## config.mk

```make
export PLATFORM = sky130hd
export DESIGN_NAME = wash_cycle_controller
export DESIGN_NICKNAME = d
export VERILOG_FILES = /design/src/rtl/wash_cycle_controller.sv
export SDC_FILE = /design/constraint.sdc
export NUM_CORES = 1
export LEC_CHECK = 0
export CORE_AREA = 2 2 39 41
export DETAILED_ROUTE_END_ITERATION = 7
export DIE_AREA = 0 0 41 43
export GPL_TIMING_DRIVEN = 0
export PLACE_DENSITY_LB_ADDON = 0.12
export SYNTH_ARGS = -nofsm -noshare
export SYNTH_HDL_FRONTEND = slang
export SYNTH_SLANG_ARGS = --single-unit
```

## constraint.sdc

```tcl
create_clock -name clk -period 3.44 [get_ports clk]
set_input_delay 0.688 -clock clk [delete_from_list [all_inputs] [get_ports clk]]
set_output_delay 0.688 -clock clk [all_outputs]
set_load 0.03 [all_outputs]
```

## src/rtl/wash_cycle_controller.sv

```systemverilog
// wash_cycle_controller: coin-started fill/wash/rinse/spin sequencer driving the minute timer
module wash_cycle_controller #(
    parameter logic [2:0] FILL_MIN  = 3'd2,
    parameter logic [2:0] WASH_MIN  = 3'd5,
    parameter logic [2:0] RINSE_MIN = 3'd2,
    parameter logic [2:0] SPIN_MIN  = 3'd1
) (
    input  logic       clk,
    input  logic       rst,
    input  logic       coin_in,
    input  logic       double_wash,
    input  logic       timer_pause,
    input  logic [2:0] timer_elapsed_minutes,
    output logic       run_timer,
    output logic       timer_restart,
    output logic [2:0] state_code,
    output logic       wash_done
);
    typedef enum logic [2:0] {
        IDLE     = 3'd0,
        FILLING  = 3'd1,
        WASHING  = 3'd2,
        RINSING  = 3'd3,
        SPINNING = 3'd4
    } state_t;

    state_t     state, state_nx;
    logic       second_pass, second_pass_nx;
    logic       dw_latched, dw_latched_nx;
    logic       wash_done_nx;
    logic [2:0] dur;
    logic       phase_done;

    assign dur = state == FILLING ? FILL_MIN :
                 state == WASHING ? WASH_MIN :
                 state == RINSING ? RINSE_MIN : SPIN_MIN;
    // the stale elapsed value seen during the restart pulse is masked; >= covers overshoot
    assign phase_done = !timer_restart && timer_elapsed_minutes >= dur;
    assign run_timer  = state != IDLE && !(state == SPINNING && timer_pause);
    assign state_code = state;

    // next-state and programme bookkeeping
    always_comb begin
        state_nx       = state;
        second_pass_nx = second_pass;
        dw_latched_nx  = dw_latched;
        wash_done_nx   = wash_done;
        case (state)
            IDLE: if (coin_in) begin
                state_nx       = FILLING;
                dw_latched_nx  = double_wash;
                second_pass_nx = 1'b0;
                wash_done_nx   = 1'b0;
            end
            FILLING: if (phase_done) state_nx = WASHING;
            WASHING: if (phase_done) state_nx = RINSING;
            RINSING: if (phase_done) begin
                if (dw_latched && !second_pass) begin
                    state_nx       = WASHING;
                    second_pass_nx = 1'b1;
                end else begin
                    state_nx = SPINNING;
                end
            end
            SPINNING: if (phase_done) begin
                state_nx     = IDLE;
                wash_done_nx = 1'b1;
            end
            default: state_nx = IDLE;
        endcase
    end

    // state register; restart is held in IDLE and pulses once on every phase entry
    always_ff @(posedge clk) begin
        if (rst) begin
            state         <= IDLE;
            timer_restart <= 1'b1;
            wash_done     <= 1'b0;
            second_pass   <= 1'b0;
            dw_latched    <= 1'b0;
        end else begin
            state         <= state_nx;
            timer_restart <= state_nx == IDLE || state_nx != state;
            wash_done     <= wash_done_nx;
            second_pass   <= second_pass_nx;
            dw_latched    <= dw_latched_nx;
        end
    end
endmodule

```

After elaboration in Yosys (flattened, before gate mapping):

Index checks and enable logic that the tools add are counted.

* register bits after elaboration: 7
* output and inout port bits: 6

* magnitude comparators: 1
* eq/ne operators: 9
* mux-type cells: 16
* reductions and logical operators: 16

Operator list (count)
* $mux W3: 8
* $pmux W3 S5: 1
* $eq A3 B2 Y1 const B: 2
* $logic_not A3 Y1: 2
* $ne A2 B2 Y1 const B: 3
* $logic_and A1 B1 Y1: 4
* $mux W1: 4
* $pmux W1 S2: 2
* $reduce_and A4 Y1: 1
* $reduce_bool A2 Y1: 2
* $eq A3 B1 Y1 const B: 1
* $eq A3 B3 Y1 const B: 1
* $ge A3 B3 Y1: 1
* $logic_not A1 Y1: 3
* $ne A3 B3 Y1: 1
* $reduce_and A3 Y1: 1
* $reduce_bool A3 Y1: 1
* $mux W2: 1
* $ne A2 B1 Y1 const B: 1
* $reduce_and A2 Y1: 1
* $logic_or A1 B1 Y1: 1

Depth between registers and ports, before layout:

Gate-level depths: netlist of the first run.

* depth after elaboration: 10
* depth in mapped cells: 8

Worst setup path after synthesis of the first run:

No wires, ideal clock.

* kind: register -> output
* start: register state[2], in the netlist state_code[2]
* end: output run_timer
* data arrival time: 1452 ps
* required time: 2752 ps
* setup slack: 1300 ps
* stages on the path, launching flop included: 3
* cells stage by stage: dfxtp_1 -> inv_1 -> o21ai_0

* word-level cells in the longest chain between the ends: 4
* elaborated cells on any way between the ends: 5

Ends and longest elaborated chain
* start, declared: line 27 `state_t state, state_nx;`
* start signal, assigned: line 82 `state <= state_nx;`
* $eq A3 B3 Y1: line 39 `assign run_timer = state != IDLE && !(state == SPINNING && timer_pause);`
* $logic_and A1 B1 Y1: line 39
* $logic_not A1 Y1: line 39
* $logic_and A1 B1 Y1 *: line 39
* end, declared: line 14 `output logic run_timer,`

Every way passes the cells marked *; elsewhere a longest branch is shown, timed or not.

Worst setup path after layout of the first run:

* start: input timer_pause
* end: output run_timer

* word-level cells in the longest chain between the ends: 3

Ends and longest elaborated chain
* start, declared: line 12 `input logic timer_pause,`
* $logic_and A1 B1 Y1: line 39
* $logic_not A1 Y1: line 39
* $logic_and A1 B1 Y1: line 39

No other way between the ends.

==> results of run 1 <==
[power by group through the flow]
stage	combinational (mW)	sequential (mW)	clock (mW)
floorplan	0.0299	0.0942	0
global placement	0.0549	0.0900	0
detailed placement	0.0552	0.0900	0
CTS	0.0554	0.0883	0.0774
global route	0.0605	0.0888	0.0854
finish	0.0550	0.0884	0.0738
[cells in the final DEF (no fill, tap or decap), drive strengths merged, types with 2 or more instances in the layout]
cell type | synthesis | routed
inv | 4 | 4
dfxtp | 7 | 7
nor2 | 5 | 5
clkbuf | 0 | 4
nor3 | 2 | 2
clkdlybuf4s50 | 0 | 13
o31ai | 2 | 2
o311a | 2 | 2
nand2b | 2 | 2
nand3 | 2 | 2
ha | 3 | 3
[cell families (layout without fill, tap and decap cells)]
group | Yosys count | in the layout
simple gates | 16 | 16
fa+ha+maj | 3 | 3
mux | 2 | 2
buf+inv | 5 | 22
xor+xnor | 1 | 1
compound gates | 10 | 10
flops | 7 | 7
[stage by stage]
step                      power (mW)  setup WS, ns
final                          0.217         0.841
after global routing           0.235         0.746
after floorplan                0.124          1.30
after detailed placement       0.145         0.858
after global placement         0.145         0.845
after CTS                      0.221         0.836
[critical path: stages]
cell and delay, ns:
clkdlybuf4s50_1 0.39, o21ai_0 0.14, clkdlybuf4s50_1 0.69
[path summary, 6_finish.rpt]
check / to / startpoint / cells past startpoint
worst max register to register: timer_restart / state_code[0] / 8
worst min-delay path: second_pass / second_pass / 1
worst min register to register: second_pass / second_pass / 1
worst max-delay path: run_timer / timer_pause / 3
[sequential cells by signal (all words and copies together), names as in the netlist]
register and cells:
dw_latched 1, second_pass 1, state_code 3, timer_restart 1, wash_done 1
[per-layer routing]
layer	share of wire	wire length, um	GRT usage
met5	0	0	0
met4	0	0	0.100
met3	0.13	108	0.0628
met2	0.44	378	0.153
met1	0.43	365	0.172
[cell type report]
cell class              count  area (um2)
well taps                  16        20.0
clock buffers               4        26.3
repair buffers             13         130
flip-flops and latches      7         140
fillers                   161         797
inverters                   4        15.0
plain buffers               1        5.00
multi-input cells          32         250
==> results.toml, run 1 <==
[outcome]
status = "finished, final reports clean"

[power]
p_switching_mw = 0.0615
sequentialPowerShare = 0.407
p_comb_frac = 0.253
power-per-cell-area_nw_per_um2 = 370
p_int_mw = 0.156
sw_frac_of_total = 0.283
p_leak_nw = 0.220
ir_worst_vdd_uv = 150
clkPwrFrac = 0.340

[clock_tree]
postCtsHoldBufs = 0
clock_sinks = 7
cts_resized = 0
cts_made_buffers = 3
cts_setup_buffers = 0
h-tree-depth = 1
clk_pin_slew_worst_paths_ns = 0.05
cts_tree = "yes"
clkLatencyLatePin_ns = 0.25
clockBufferDepth = 2
cts-root-buf = "clkbuf_4"

[floorplanning]
start_util = 0.297
die_x_um = 41
row_count = 14
ios = 14
core_area_um2 = 1380
dieArea_um2 = 1760
die_y_um = 43

[layout]
finalInstanceArea_um2 = 587
nNetsFinal = 73
fin_util = 0.424
drive_gt1_frac = 0.131
syn2layout_area_growth_pct = 43.0
antenna_cells = 0
instances_no_fill = 77

[sta]
setup_tns_ns = 0
fin_skew_ns = 0.00260
fin_crit_ns = 2.60
final-hold-violation-count = 0
finalSetupViolations = 0
clock.fmax_ghz = 0.385
maxSlewViolCount = 0
grt_setup_unrepaired = "false"
fin_crit_sh = 0.756
relSlewSlack = 0.758
worst_pin_slew_ns = 0.362
hold_ws_ns = 0.464

[place]
hpwlAfterDp_um = 656
dp.cells = 73
finalWeightedCongestion = 0.691
place_area_um2 = 561
numPortBuffers = 13

[drt]
final_antenna_net_count = 0
drt-total-wl_um = 852
num_vias = 377
drtIter0Drc = 8
post_drt_via_cell_ratio = 4.90
wl_per_cell_um = 11.1
drc = 0
drtPass1Iterations = 4

[logic_synthesis]
synth_top_family_by_area = "simple AND/OR/NAND/NOR gates"
synth_xor_area_frac = 0.0213
yosysWarnings = 0
yosys.area_share.adder = 0.0915
synth_common_cells = "dfxtp_1 (7), inv_1 (4), nor2_1 (4)"
synth-edff-count = 0
synth-async-reset-ratio = 0
synth_cell_types = 26
syn-num-nets = 55
ys_ff_latch = 7
syn_avg_cell_area_um2 = 9.33
synth_top_area_cell = "dfxtp_1"
synth_compound_area_frac = 0.223
synth.most_common_cell = "dfxtp_1"
synth-simple-area-share = 0.223
synth_seq_area_share = 0.341
synthMuxAreaShare = 0.0518
syn_area_um2 = 410
synth_top_area_share = 0.341
ys_top_cells_by_area = "dfxtp_1 (34%), ha_1 (9.1%), a31oi_4 (5.2%)"
synthCells = 44
yosys_most_used_dff = "dfxtp_1"

[worst_setup_path]
crit_required_ns = 2.75
rrSetupSlack_ns = 1.49
cp-end-kind = "output port"
critPathMaxFanout = 1
arrival_ns = 1.91
worst-setup-path-type = "in2out"
cp-start-kind = "input port"

[run]
cap_violations = 0

[global_routing]
grt.overflow.total = 0
antenna_found_initial = 0
grt_pass1_vias = 357
grt_max_degree = 9
grt_util_all_layers = 0.130
grt_pass1_wl_um = 1460

[min_path]
hp-class = "reg2reg"
No activity file was read; power rests on OpenSTA's default activity.
==> inputs of run 2 (changes only) <==
clock period = 2.59 ns   (was 3.44 ns; I/O delays follow)
==> results of run 2 <==
The final DEF is identical to that of run 1. Status: finished, final reports clean.
Among the figures that moved: setup slack after placement 0.858 ns -> 0.313 ns; setup slack after layout 0.841 ns -> 0.331 ns; register-to-register setup slack 1.49 ns -> 0.64 ns; total power 0.217 mW -> 0.288 mW; worst IR drop on VDD 150 uV -> 199 uV
==> inputs of run 3 (changes only) <==
SETUP_SLACK_MARGIN = 0.3   (was unset)
==> results.toml, run 3 (synthesis gave the netlist of run 1 again) <==
[layout]
fill_cells = 161
final_cell_mix = "clkdlybuf4s50_1 (12), dfxtp_1 (7), inv_1 (4), nor2_1 (4)"
drive_gt1_frac = 0.131
multi_input_area_um2 = 250
register_area_um2 = 140
syn2layout_area_growth_pct = 43.6
antenna_cells = 0
largest_reg_flops = 3
nNetsFinal = 73
layout_commonest_cell = "clkdlybuf4s50_1"

[drt]
wl_per_cell_um = 11.2
num_vias = 380
drtPass1Iterations = 4
final_antenna_net_count = 0
post_drt_via_cell_ratio = 4.94
drtIter0Drc = 8
drt-total-wl_um = 861
drc = 0

[global_routing]
antenna_found_initial = 0
grt_max_degree = 9
grt_pass1_vias = 357
grt_util_all_layers = 0.130
grt_pass1_wl_um = 1460
grt.overflow.total = 0

[clock_tree]
cts_setup_buffers = 0
cts_tree = "yes"
postCtsHoldBufs = 0
clk_pin_slew_worst_paths_ns = 0.05
h-tree-depth = 1
clock_sinks = 7
clkLatencyLatePin_ns = 0.25
cts_made_buffers = 3
cts-root-buf = "clkbuf_4"
clockBufferDepth = 2

[worst_setup_path]
critPathMaxFanout = 6
rrSetupSlack_ns = 0.64
crit_required_ns = 2.72
arrival_ns = 2.14
cp-end-kind = "register"
cp-start-kind = "input port"
worst-setup-path-type = "in2reg"

[sta]
worst_pin_slew_ns = 0.362
fin_skew_ns = 0.00260
setup_tns_ns = 0
fin_crit_ns = 2.01
fin_crit_sh = 0.777
grt_setup_unrepaired = "false"
maxSlewViolCount = 0
clock.fmax_ghz = 0.497
finalSetupViolations = 0
relSlewSlack = 0.758
final-hold-violation-count = 0

[power]
power-per-cell-area_nw_per_um2 = 489
p_total_mw = 0.288
p_leak_nw = 0.233
ir_worst_vdd_uv = 194

[floorplanning]
dieArea_um2 = 1760
start_util = 0.297
die_x_um = 41
core_area_um2 = 1380
ios = 14
row_count = 14
die_y_um = 43

[place]
hpwlAfterDp_um = 656
finalWeightedCongestion = 0.691
numPortBuffers = 13

[outcome]
status = "finished, final reports clean"

[min_path]
hp-class = "reg2reg"

[run]
cap_violations = 0
[run 3: worst paths after layout]
check | startpoint | end | cells after the start
setup reg to reg | state_code[0] | timer_restart | 8
setup / recovery | timer_elapsed_minutes[0] | timer_restart | 7
hold reg to reg | second_pass | second_pass | 1
hold / removal | second_pass | second_pass | 1
[run 3: worst max-delay path: stages]
cell and delay (ns):
clkdlybuf4s50_1 0.45, inv_1 0.04, ha_1 0.27, nand2b_1 0.17
a31oi_4 0.27, nor2_2 0.08, or3_1 0.34
[run 3: repair_timing]
item | CTS | global route
gates resized for setup | 0 | 1
setup endpoints to repair | 0 | 1
hold endpoints to repair | 0 | 0
[run 3: final cells by class]
class                   instances  area share
flip-flops and latches          7       0.238
plain buffers                   1     0.00849
inverters                       4      0.0255
well taps                      16      0.0340
multi-input cells              32       0.425
repair buffers                 13       0.225
clock buffers                   4      0.0446
[run 3: routing by layer]
layer	GRT usage	vias up	routed length, um
li1	-	195	-
met1	0.172	165	369
met2	0.153	20	384
met3	0.0628	0	107
met4	0.100	0	0
met5	0	-	0
[run 3: power breakdown]
group	leakage, nW	total [mW]	switching (mW)	internal [mW]
Clock	0.0150	0.0981	0.0393	0.0587
Sequential	0.0571	0.117	0.00514	0.112
Combinational	0.161	0.0727	0.0373	0.0354
Total	0.233	0.288	0.0818	0.206
[run 3: per-stage QoR]
stage | hold slack, ns | utilization | area [um2] | setup WS [ns] | std cells
final | 0.464 | 0.426 | 589 | 0.576 | 77
after global routing | 0.505 | 0.426 | 589 | 0.499 | 77
after CTS | 0.467 | 0.424 | 587 | 0.326 | 77
after detailed placement | 0.454 | 0.405 | 561 | 0.313 | 73
after global placement | 0.449 | 0.405 | 561 | 0.331 | 73
after floorplan | 0.432 | - | 410 | 0.548 | 44
